--- config.mk ---
export PLATFORM = sky130hd
export DESIGN_NAME = logic_unit_pipe
export DESIGN_NICKNAME = d
export VERILOG_FILES = /design/src/rtl/alu_pkg.sv /design/src/rtl/logic_op.sv /design/src/rtl/logic_unit_pipe.sv
export SDC_FILE = /design/constraint.sdc
export NUM_CORES = 1
export LEC_CHECK = 0
export CAP_MARGIN = 10
export CORE_ASPECT_RATIO = 0.8
export CORE_MARGIN = 10
export CORE_UTILIZATION = 56
export DETAILED_ROUTE_END_ITERATION = 10
export MAX_ROUTING_LAYER = met4
export PLACE_DENSITY = 0.78
export REMOVE_ABC_BUFFERS = 1
export SLEW_MARGIN = 0
export SYNTH_ARGS = -nofsm -noshare
export SYNTH_HDL_FRONTEND = slang
export SYNTH_SLANG_ARGS = --single-unit
export TNS_END_PERCENT = 1
--- constraint.sdc ---
create_clock -name clk -period 3.7 [get_ports clk]
set_input_delay 0.925 -clock clk [delete_from_list [all_inputs] [get_ports clk]]
set_output_delay 0.925 -clock clk [all_outputs]
set_load 0.02 [all_outputs]
--- src/rtl/alu_pkg.sv ---
// Shared ALU definitions: operation-select width and the bitwise logic-unit
// opcode encoding used by logic_unit_pipe and its combinational core.
package alu_pkg;

    // Width of every ALU operation-select field.
    localparam int ALU_OP_W = 3;

    // Bitwise logic-unit operations.
    typedef enum logic [ALU_OP_W-1:0] {
        OP_AND  = 3'b000,
        OP_OR   = 3'b001,
        OP_XOR  = 3'b010,
        OP_NOR  = 3'b011,
        OP_XNOR = 3'b100,
        OP_NAND = 3'b101,
        OP_ANDN = 3'b110,   // a & ~b
        OP_PASS = 3'b111    // a
    } logic_op_e;

endpackage : alu_pkg

--- src/rtl/logic_op.sv ---
// Purely combinational bitwise operator: y = op(a, b).
module logic_op
    import alu_pkg::*;
#(
    parameter int WIDTH = 32
) (
    input  logic [ALU_OP_W-1:0] op,
    input  logic [WIDTH-1:0]    a,
    input  logic [WIDTH-1:0]    b,
    output logic [WIDTH-1:0]    y
);

    // Select the bitwise function named by op.
    always_comb begin
        // NOTE: y gets a default before the case so no path leaves it unassigned (no latch).
        y = '0;
        case (logic_op_e'(op))
            OP_AND:  y = a & b;
            OP_OR:   y = a | b;
            OP_XOR:  y = a ^ b;
            OP_NOR:  y = ~(a | b);
            OP_XNOR: y = ~(a ^ b);
            OP_NAND: y = ~(a & b);
            OP_ANDN: y = a & ~b;
            OP_PASS: y = a;
            default: y = '0;
        endcase
    end

endmodule : logic_op

--- src/rtl/logic_unit_pipe.sv ---
// Two-stage valid/ready pipelined bitwise logic unit.
// Stage 1 holds the accepted op and operands; stage 2 holds the result
// together with its zero and parity flags. A stage advances whenever it is
// empty or the stage after it is moving, so the pipe runs one transaction
// per cycle with no bubbles and never drops or duplicates under backpressure.
module logic_unit_pipe
    import alu_pkg::*;
#(
    parameter int WIDTH = 32,
    parameter int CNT_W = 16
) (
    input  logic                clk,
    input  logic                rst,
    input  logic                in_valid,
    output logic                in_ready,
    input  logic [ALU_OP_W-1:0] op,
    input  logic [WIDTH-1:0]    r2,
    input  logic [WIDTH-1:0]    r3,
    output logic [WIDTH-1:0]    r1,
    output logic                out_valid,
    input  logic                out_ready,
    output logic                zero,
    output logic                parity,
    output logic [CNT_W-1:0]    done_cnt
);

    // Stage 1 registers.
    logic                r_s1_valid;
    logic [ALU_OP_W-1:0] r_s1_op;
    logic [WIDTH-1:0]    r_s1_a;
    logic [WIDTH-1:0]    r_s1_b;

    // Stage 2 occupancy; its data lives directly in r1/zero/parity.
    logic                r_s2_valid;

    // Pipeline control and stage-2 input.
    logic                w_s2_adv;
    logic                w_s1_adv;
    logic [WIDTH-1:0]    w_op_y;
    logic [WIDTH-1:0]    w_r1_next;

    // Advance conditions: a stage moves when it is empty or its successor moves.
    assign w_s2_adv  = !r_s2_valid || out_ready;
    assign w_s1_adv  = !r_s1_valid || w_s2_adv;
    assign in_ready  = w_s1_adv;
    assign out_valid = r_s2_valid;

    // Bitwise core evaluated on the stage-1 contents, feeding stage 2.
    logic_op #(
        .WIDTH (WIDTH)
    ) u_logic_op (
        .op (r_s1_op),
        .a  (r_s1_a),
        .b  (r_s1_b),
        .y  (w_op_y)
    );

    // An empty stage 1 hands stage 2 a zero result so an empty output reads as 0/zero=1/parity=0.
    assign w_r1_next = r_s1_valid ? w_op_y : '0;

    // Stage 1: capture op and operands whenever the stage is free to move.
    always_ff @(posedge clk) begin
        if (rst) begin
            // NOTE: data registers are reset as well so nothing downstream ever sees X.
            r_s1_valid <= 1'b0;
            r_s1_op    <= '0;
            r_s1_a     <= '0;
            r_s1_b     <= '0;
        end else if (w_s1_adv) begin
            // NOTE: non-blocking assignments so every register samples pre-edge values.
            r_s1_valid <= in_valid;
            r_s1_op    <= op;
            r_s1_a     <= r2;
            r_s1_b     <= r3;
        end
    end

    // Stage 2: register result and flags from one value so the outputs stay coherent.
    always_ff @(posedge clk) begin
        if (rst) begin
            r_s2_valid <= 1'b0;
            r1         <= '0;
            zero       <= 1'b1;
            parity     <= 1'b0;
        end else if (w_s2_adv) begin
            r_s2_valid <= r_s1_valid;
            r1         <= w_r1_next;
            zero       <= (w_r1_next == '0);
            parity     <= ^w_r1_next;
        end
    end

    // Completed-operation counter: one step per consumed result, wrapping naturally.
    always_ff @(posedge clk) begin
        if (rst) begin
            done_cnt <= '0;
        end else if (r_s2_valid && out_ready) begin
            done_cnt <= done_cnt + CNT_W'(1);
        end
    end

endmodule : logic_unit_pipe

* Word-level counts from Yosys, hierarchy flattened
Index checks and enable logic that the tools add are counted.
** Word-level totals
- Bits in registers :: 119
- Latch bits :: 0
- Bits in writable memories :: 0
- ROM bits :: 0
- Input bits :: 71
- Memories kept :: 0
** Cells by class
- $add $sub $neg :: 1
- Multipliers :: 0
- Divide/modulo/power cells :: 0
- Order comparisons :: 0
- Eq/ne operators :: 7
- Shift-type cells :: 0
- Muxes and demuxes :: 2
- Bitwise logic cells :: 8
- Reductions and logical operators :: 8
** Operator list (number)
- $pmux 32 s8 :: 1
- $not 32->32 :: 4
- $and 32x32->32 :: 2
- $logic_not 32->1 :: 1
- $mux 32 :: 1
- $or 32x32->32 :: 1
- $reduce_xor 32->1 :: 1
- $xor 32x32->32 :: 1
- $add 16x1->16 const B :: 1
- $eq 3x3->1 const B :: 4
- $eq 3x2->1 const B :: 2
- $eq 3x1->1 const B :: 1
- $logic_not 3->1 :: 1
- $logic_not 1->1 :: 2
- $logic_or 1x1->1 :: 2
- $logic_and 1x1->1 :: 1

* Depth between registers and ports, before layout
Gate-level depths: netlist (run 1).
- Word-level depth :: 5
- Depth in mapped cells :: 13
- Gate-level depth less buffers :: 12

* Modules after synthesis
From an unflattened synthesis (run 1), not the netlist that was laid out.
** Unflattened totals
- Cell total of the unflattened synthesis :: 1014
- Area, all modules :: 8351.8 µm²
** Modules (own cells, without submodules)
- logic_unit_pipe :: instances 1, cells an instance 600, area each 4862.2 µm², sequential area each 2382.3 µm²
- logic_op :: instances 1, cells an instance 414, area each 3489.6 µm², sequential area each 0.0 µm²

* Worst setup path after synthesis (run 1)
Ideal clock, no wire load.
- Path type :: reg2reg
- From :: register r_s1_op[0]
- To :: register parity
- Arrival :: 2599 ps
- Slack :: 1016 ps
- Cell stages (with the launch flop) :: 14
- Path buffers :: 3
- Clock period less this slack :: 2684 ps
- Path through :: dfxtp_1 buf_6 or2_1 buf_6 buf_6 o22ai_2 a21oi_1 or3b_2 ha_1 xor2_1 xnor2_1 xnor2_1 xnor2_1 a211oi_1
** On the way
- Longest elaborated chain between the ends :: 4
- Elaborated cells on any way between the ends :: 11
- Classes of those cells :: 7 x eq/ne; 2 x mux; 2 x reduce/logical
** Ends and longest elaborated chain
- from (decl) :: line logic_unit_pipe.sv:29 : logic [ALU_OP_W-1:0] r_s1_op;
- from (signal assigned) :: line logic_unit_pipe.sv:72 : r_s1_op <= op;
- $eq 3x3->1, or another cell as far along :: line logic_op.sv:17 : case (logic_op_e'(op))
- $pmux 32 s8 (*) :: line logic_op.sv:17
- $mux 32 (*) :: line logic_unit_pipe.sv:59 : assign w_r1_next = r_s1_valid ? w_op_y : '0;
- $reduce_xor 32->1 (*) :: line logic_unit_pipe.sv:89 : parity <= ^w_r1_next;
- to (signal assigned) :: line logic_unit_pipe.sv:89
- to (decl) :: line logic_unit_pipe.sv:23 : output logic parity,
Mark *: on every way between the ends. The rest lies on a longest branch, timed or not.
A chain may end at the register's enable or synchronous reset.

* Worst setup path after layout (run 1)
- From :: input out_ready
- To :: output in_ready
** On the way
- Longest elaborated chain between the ends :: 2
** Ends and longest elaborated chain
- from (decl) :: line logic_unit_pipe.sv:21 : input logic out_ready,
- $logic_or 1x1->1 :: line logic_unit_pipe.sv:43 : assign w_s2_adv = !r_s2_valid || out_ready;
- $logic_or 1x1->1 :: line logic_unit_pipe.sv:44 : assign w_s1_adv = !r_s1_valid || w_s2_adv;
- to (decl) :: line logic_unit_pipe.sv:15 : output logic in_ready,
No other way between the ends.

==> flow_summary.ini, run 1 <==
[run_status]
status = finished, final reports clean

[finish]
area_growth_pct = 22.13
instances_no_fill = 1363
diodes = 0
mostFrequentLayoutCells = 188 x nand2_1, 123 x a21oi_1, 121 x clkdlybuf4s50_1
design_area_um2 = 10390
final_common_cell = nand2_1
drive_above_1_share_pct = 8.773
nets = 1345

[cts]
cts_root_buffer = clkbuf_16
post_cts_buffers = 0
cts_sinks = 119
path_clk_slew_ns = 0.06
cts_buffers = 17
clkLatencyLatePin_ns = 0.43
cts_buffer_depth = 2
h-tree-depth = 4
cts_tree = built
cts_resized = 0
holdBufCountCts = 0

[power]
p_leak_uw = 0.004216
pwr_density_cell_nw_per_um2 = 377.8
ir_worst_vdd_mv = 0.3237

[synthesis]
ys_seq_elements = 119
synthArstFlopShare_pct = 0
ys.flop_type = dfxtp_1
synth_area_um2 = 8503
yosys_warnings = 0
postSynthCellCount = 1082
syn_avg_cell_area_um2 = 7.859
synth_edf_count = 0
seq_area_frac_synth_pct = 28.02
yosysUniqueCellTypes = 49

[timing]
fin_skew_ns = 0.005419
rsz0062_at_grt = no
finalSetupViolations = 0
setup_ws_ns = 0.3649
layout_min_cycle_time_ns = 3.335
maxSlewViolCount = 0
max_slew_margin_pct = 48.01
hold_viol = 0
fin_crit_sh_pct = 90.14
fmax_mhz = 299.8
worst_slew_pin_slew_ns = 0.7798

[placement]
pre_cts_ws_ns = 0.3598
hpwl_um = 14920
io_buffer_count = 122
gp_congestion = 0.8678
place_area_um2 = 9788
dp.cells = 1331

[critical_path]
end_kind = output pin
crit_required_ns = 2.77
cp-start-kind = primary input
crit_start = out_ready
r2r_cells = 11
reg2reg_slack_ns = 0.39
crit_fanout = 2
crit_type = primary input to output pin
worstReg2RegEnd = parity
r2r_start = r_s1_op[1]
crit_arrival_ns = 2.41
worstSetupEndpoint = in_ready

[die]
io_pins = 123
rows = 40
fp.dieH_um = 130.2
initial_utilization_pct = 56.82
core_um2 = 14960
die_w_um = 157.8
die-area_um2 = 20540

[route]
drt-initial-drc-count = 417
routed_wl_um = 22030
antenna_left = 0
met1Wirelength_um = 10100
num_vias = 7673
top_layer_used = met4
met2_length_um = 10370
viasPerCell = 5.629
route.detailed.drc = 0
wl_per_cell_um = 16.16
dr.pass1.iters = 5
dr_wl_met3_um = 1299

[hold_path]
whs_path_depth = 2
hp-class = flip-flop to flip-flop
min_from = r1[12]

[global_routing]
antenna_found_initial = 0
grt_max_degree = 69
grt_pass1_vias = 7370
grt_pass1_wl_um = 35900
overflow = 0
gr-usage-all-layers_pct = 21.85

[flow_run]
cap_viol_max_count = 0
## cells in the mapped netlist, types with 21 or more instances
master / number / area, µm²
dfxtp_1: 119 / 2382
o21ai_0: 21 / 105.1
nor2_1: 47 / 176.4
nand2_1: 188 / 705.7
inv_1: 87 / 326.6
a21oi_1: 123 / 615.6
buf_2: 24 / 120.1
clkbuf_1: 46 / 172.7
mux2i_1: 28 / 280.3
ha_1: 113 / 1414
o221ai_1: 28 / 245.2
## power breakdown
part	internal [µW]	switching (µW)
Clock	1030	647
Combinational	406	422
Sequential	1350	70.8
Total	2780	1140
## final cells by class
cell class,instances,area [µm²]
Multi-Input combinational cell,793,5416
Fill cell,1233,4579
Sequential cell,119,2386
Timing Repair Buffer,142,1419
Clock buffer,19,452.9
Inverter,88,330.3
Tap cell,189,236.5
Clock inverter,13,143.9
## how the worst min path moves through the flow
| stage | endpoint | slack (ns) |
|---|---|---|
| after detailed placement | r1[12] | 0.45 |
| after CTS | r1[12] | 0.46 |
| after global routing | r1[6] | 0.48 |
| after floorplan | r_s1_b[0] | 0.44 |
| final | r1[12] | 0.45 |
| after global placement | r1[12] | 0.44 |
## critical path: stages
cell             delay, ns
clkdlybuf4s50_1       0.53
nor2b_4               0.06
and2_2                0.23
inv_2                 0.06
clkdlybuf4s50_1       0.60
## layer usage
| layer | global-route usage (%) | vias up |
|---|---|---|
| li1 | - | 3870 |
| met1 | 27.46 | 3587 |
| met2 | 34.85 | 194 |
| met3 | 5.263 | 22 |
| met4 | 5.159 | 0 |
| met5 | - | - |
## stage by stage
step	total power, µW	hold slack, ns	TNS, ns	util (%)
final	3924	0.4522	0	69.40
after global routing	4105	0.4810	0	69.40
after CTS	3942	0.4554	0	69.40
after detailed placement	2256	0.4470	0	65.41
after global placement	2237	0.4443	0	65.41
after floorplan	1963	0.4425	-95.70	-
## cell families after synthesis
logic type | after synthesis | share of synthesized area, %
adders and majority gates | 113 | 16.63
AOI/OAI and AO/OA | 269 | 21.22
and+or+nand+nor | 357 | 19.78
DFF | 119 | 28.02
buffers and inverters | 170 | 8.387
xor gates and xnor gates | 26 | 2.678
muxes | 28 | 3.296
## sequential cells by signal (all words and copies together) (netlist names)
register and flops:
done_cnt 16, out_valid 1, parity 1, r1 32, r_s1_a 32, r_s1_b 32
r_s1_op 3, r_s1_valid 1, zero 1
Power figures use the tool's default switching activity.
==> run 2: changes to the inputs <==
- SKIP_CTS_REPAIR_TIMING: unset -> 1
==> results of run 2 <==
The final DEF is identical to that of run 1; final timing and power are the same.
==> run 3: changes to the inputs <==
- CORE_MARGIN: 10 -> unset
- clock period: 3.7 -> 3.5 ns (I/O delays scaled with it)
==> run 3 against run 2 <==
  * Clock power grew 13%
  * Hold slack gained 0.0019 ns
  * Setup slack lost 0.11 ns
  * Via count grew 1.5%
  * Critical path depth grew 6
  * Final area grew 0.16%
  * Critical path type is now flip-flop to flip-flop
  * Largest cell class unchanged
  * Sequential share of layout area is essentially flat
  * Wire length shrank 2.3%
  * Utilization grew 2.1 points
  * Cell count shrank 0.44%
  * Highest routed layer unchanged
  * Clock skew grew 0.0029 ns
==> flow_summary.ini, run 3 (same netlist as run 1, synthesis figures left out) <==
[cts]
h-tree-depth = 4
cts_sinks = 119
path_clk_slew_ns = 0.06
clkLatencyLatePin_ns = 0.43
cts_buffer_depth = 2
cts_root_buffer = clkbuf_16
cts_tree = built
cts_buffers = 17

[global_routing]
overflow = 0
gr-usage-all-layers_pct = 28.85
antenna_found_initial = 0
grt_pass1_vias = 7371
grt_pass1_wl_um = 35620
grt_max_degree = 69

[hold_path]
min_from = r1[25]
whs_path_depth = 2
min_to = r1[25]
hp-class = flip-flop to flip-flop

[finish]
mostFrequentLayoutCells = 188 x nand2_1, 123 x a21oi_1, 121 x clkdlybuf4s50_1
top_regs = r1: 32 flops, r_s1_a: 32 flops, r_s1_b: 32 flops
drive_above_1_share_pct = 8.525
diodes = 0
area_growth_pct = 22.32
nets = 1344
final_common_cell = nand2_1
utilization_pct = 71.53
instances_no_fill = 1357

[critical_path]
r2r_start = r_s1_op[2]
end_kind = flip-flop
crit_arrival_ns = 3.59
r2r_cells = 11
cpLargestDelayFamily = flip-flops
crit_fanout = 31
crit_chain = buf_4 > mux2i_1 > o22ai_2 > a21oi_1 > or3b_2 > ha_1 > xnor2_1 > xnor2_1 > xnor2_1 > xnor2_1 > a211oi_1
critPathSlowestCell = dfxtp_2
crit_top_cell = xnor2_1
crit_type = flip-flop to flip-flop
crit_required_ns = 3.84
crit_buf_inv = 1
reg2reg_slack_ns = 0.25
worstReg2RegEnd = parity
cpPeakStageDelay_ns = 0.74
cp-start-kind = flip-flop

[route]
routed_wl_um = 21530
num_vias = 7791
wl_per_cell_um = 15.86
antenna_left = 0
drt-initial-drc-count = 528
viasPerCell = 5.741
route.detailed.drc = 0
dr.pass1.iters = 5

[die]
rows = 39
initial_utilization_pct = 58.48
die_w_um = 139.8
io_pins = 123
die-area_um2 = 15680
fp.dieH_um = 112.2
core_um2 = 14540

[power]
internal_power_uw = 3108
p_clk_share_pct = 44.6
p_comb_share_pct = 20.3
p_leak_uw = 0.004236
power_frac_seq_pct = 35.1
ir_worst_vdd_mv = 0.3728
p_sw_uw = 1164
pwr_density_cell_nw_per_um2 = 410.7
switching_share_pct = 27.25

[timing]
fmax_mhz = 308.0
fin_crit_sh_pct = 92.76
maxSlewViolCount = 0
finalSetupViolations = 0
max_slew_margin_pct = 46.34
rsz0062_at_grt = no
hold_viol = 0
layout_min_cycle_time_ns = 3.246
fin_skew_ns = 0.008344
setup_ws_ns = 0.2535
worst_slew_pin_slew_ns = 0.8049

[run_status]
status = finished, final reports clean

[placement]
dp.cells = 1325
hpwl_um = 14030
gp_congestion = 0.8640
io_buffer_count = 122
pre_cts_ws_ns = 0.3277

[flow_run]
cap_viol_max_count = 0
==> run 3: worst max path at each step <==
stage / start / depth (start not counted) / slack (ns) / to
after floorplan: out_ready / 3 / -1.95 / in_ready
after global placement: out_ready / 5 / 0.33 / in_ready
after detailed placement: r_s1_op[2] / 11 / 0.33 / parity
after CTS: r_s1_op[2] / 11 / 0.31 / parity
after global routing: r_s1_op[2] / 11 / 0.11 / parity
final: r_s1_op[2] / 11 / 0.25 / parity
==> run 3: power by group through the flow <==
stage                     registers, µW  logic [µW]  clock network, µW
final                              1500         868               1900
after global routing               1510         962               1990
after CTS                          1500         864               1920
after detailed placement           1530         852                  0
after global placement             1520         836                  0
after floorplan                    1560         517                  0
==> run 3: stage by stage <==
stage                     instance area, µm²  power, µW  TNS [ns]  hold WS, ns
after floorplan                         8120       2076   -109.46       0.4425
after global placement                  9764       2359         0       0.4466
after detailed placement                9764       2378         0       0.4480
after CTS                              10400       4281         0       0.4560
after global routing                   10400       4461         0       0.4808
final                                  10400       4272         0       0.4541
==> run 3: layer usage <==
metal / share of wire [%] / up-vias / GRT usage [%] / routed length [µm]
li1: - / 3871 / - / -
met1: 47 / 3657 / 36.92 / 10140
met2: 46 / 232 / 45.90 / 9884
met3: 5.4 / 31 / 6.101 / 1160
met4: 1.6 / 0 / 8.132 / 345
met5: 0 / - / - / 0
==> run 3: worst reg2reg max path: stages, from the launching register on <==
cell      delay (ns)
dfxtp_2         0.74
buf_4           0.43
mux2i_1         0.14
o22ai_2         0.10
a21oi_1         0.07
or3b_2          0.47
ha_1            0.33
xnor2_1         0.22
xnor2_1         0.18
xnor2_1         0.16
xnor2_1         0.09
a211oi_1        0.22
==> run 3: final cells by class <==
type                       count  area [µm²]
clock buffer                  19       432.9
clock inverter                13       203.9
fill                        1199        4140
inverter                      88       330.3
multi-input combinational    793        5416
sequential                   119        2389
tap                          184       230.2
timing repair buffer         141        1399
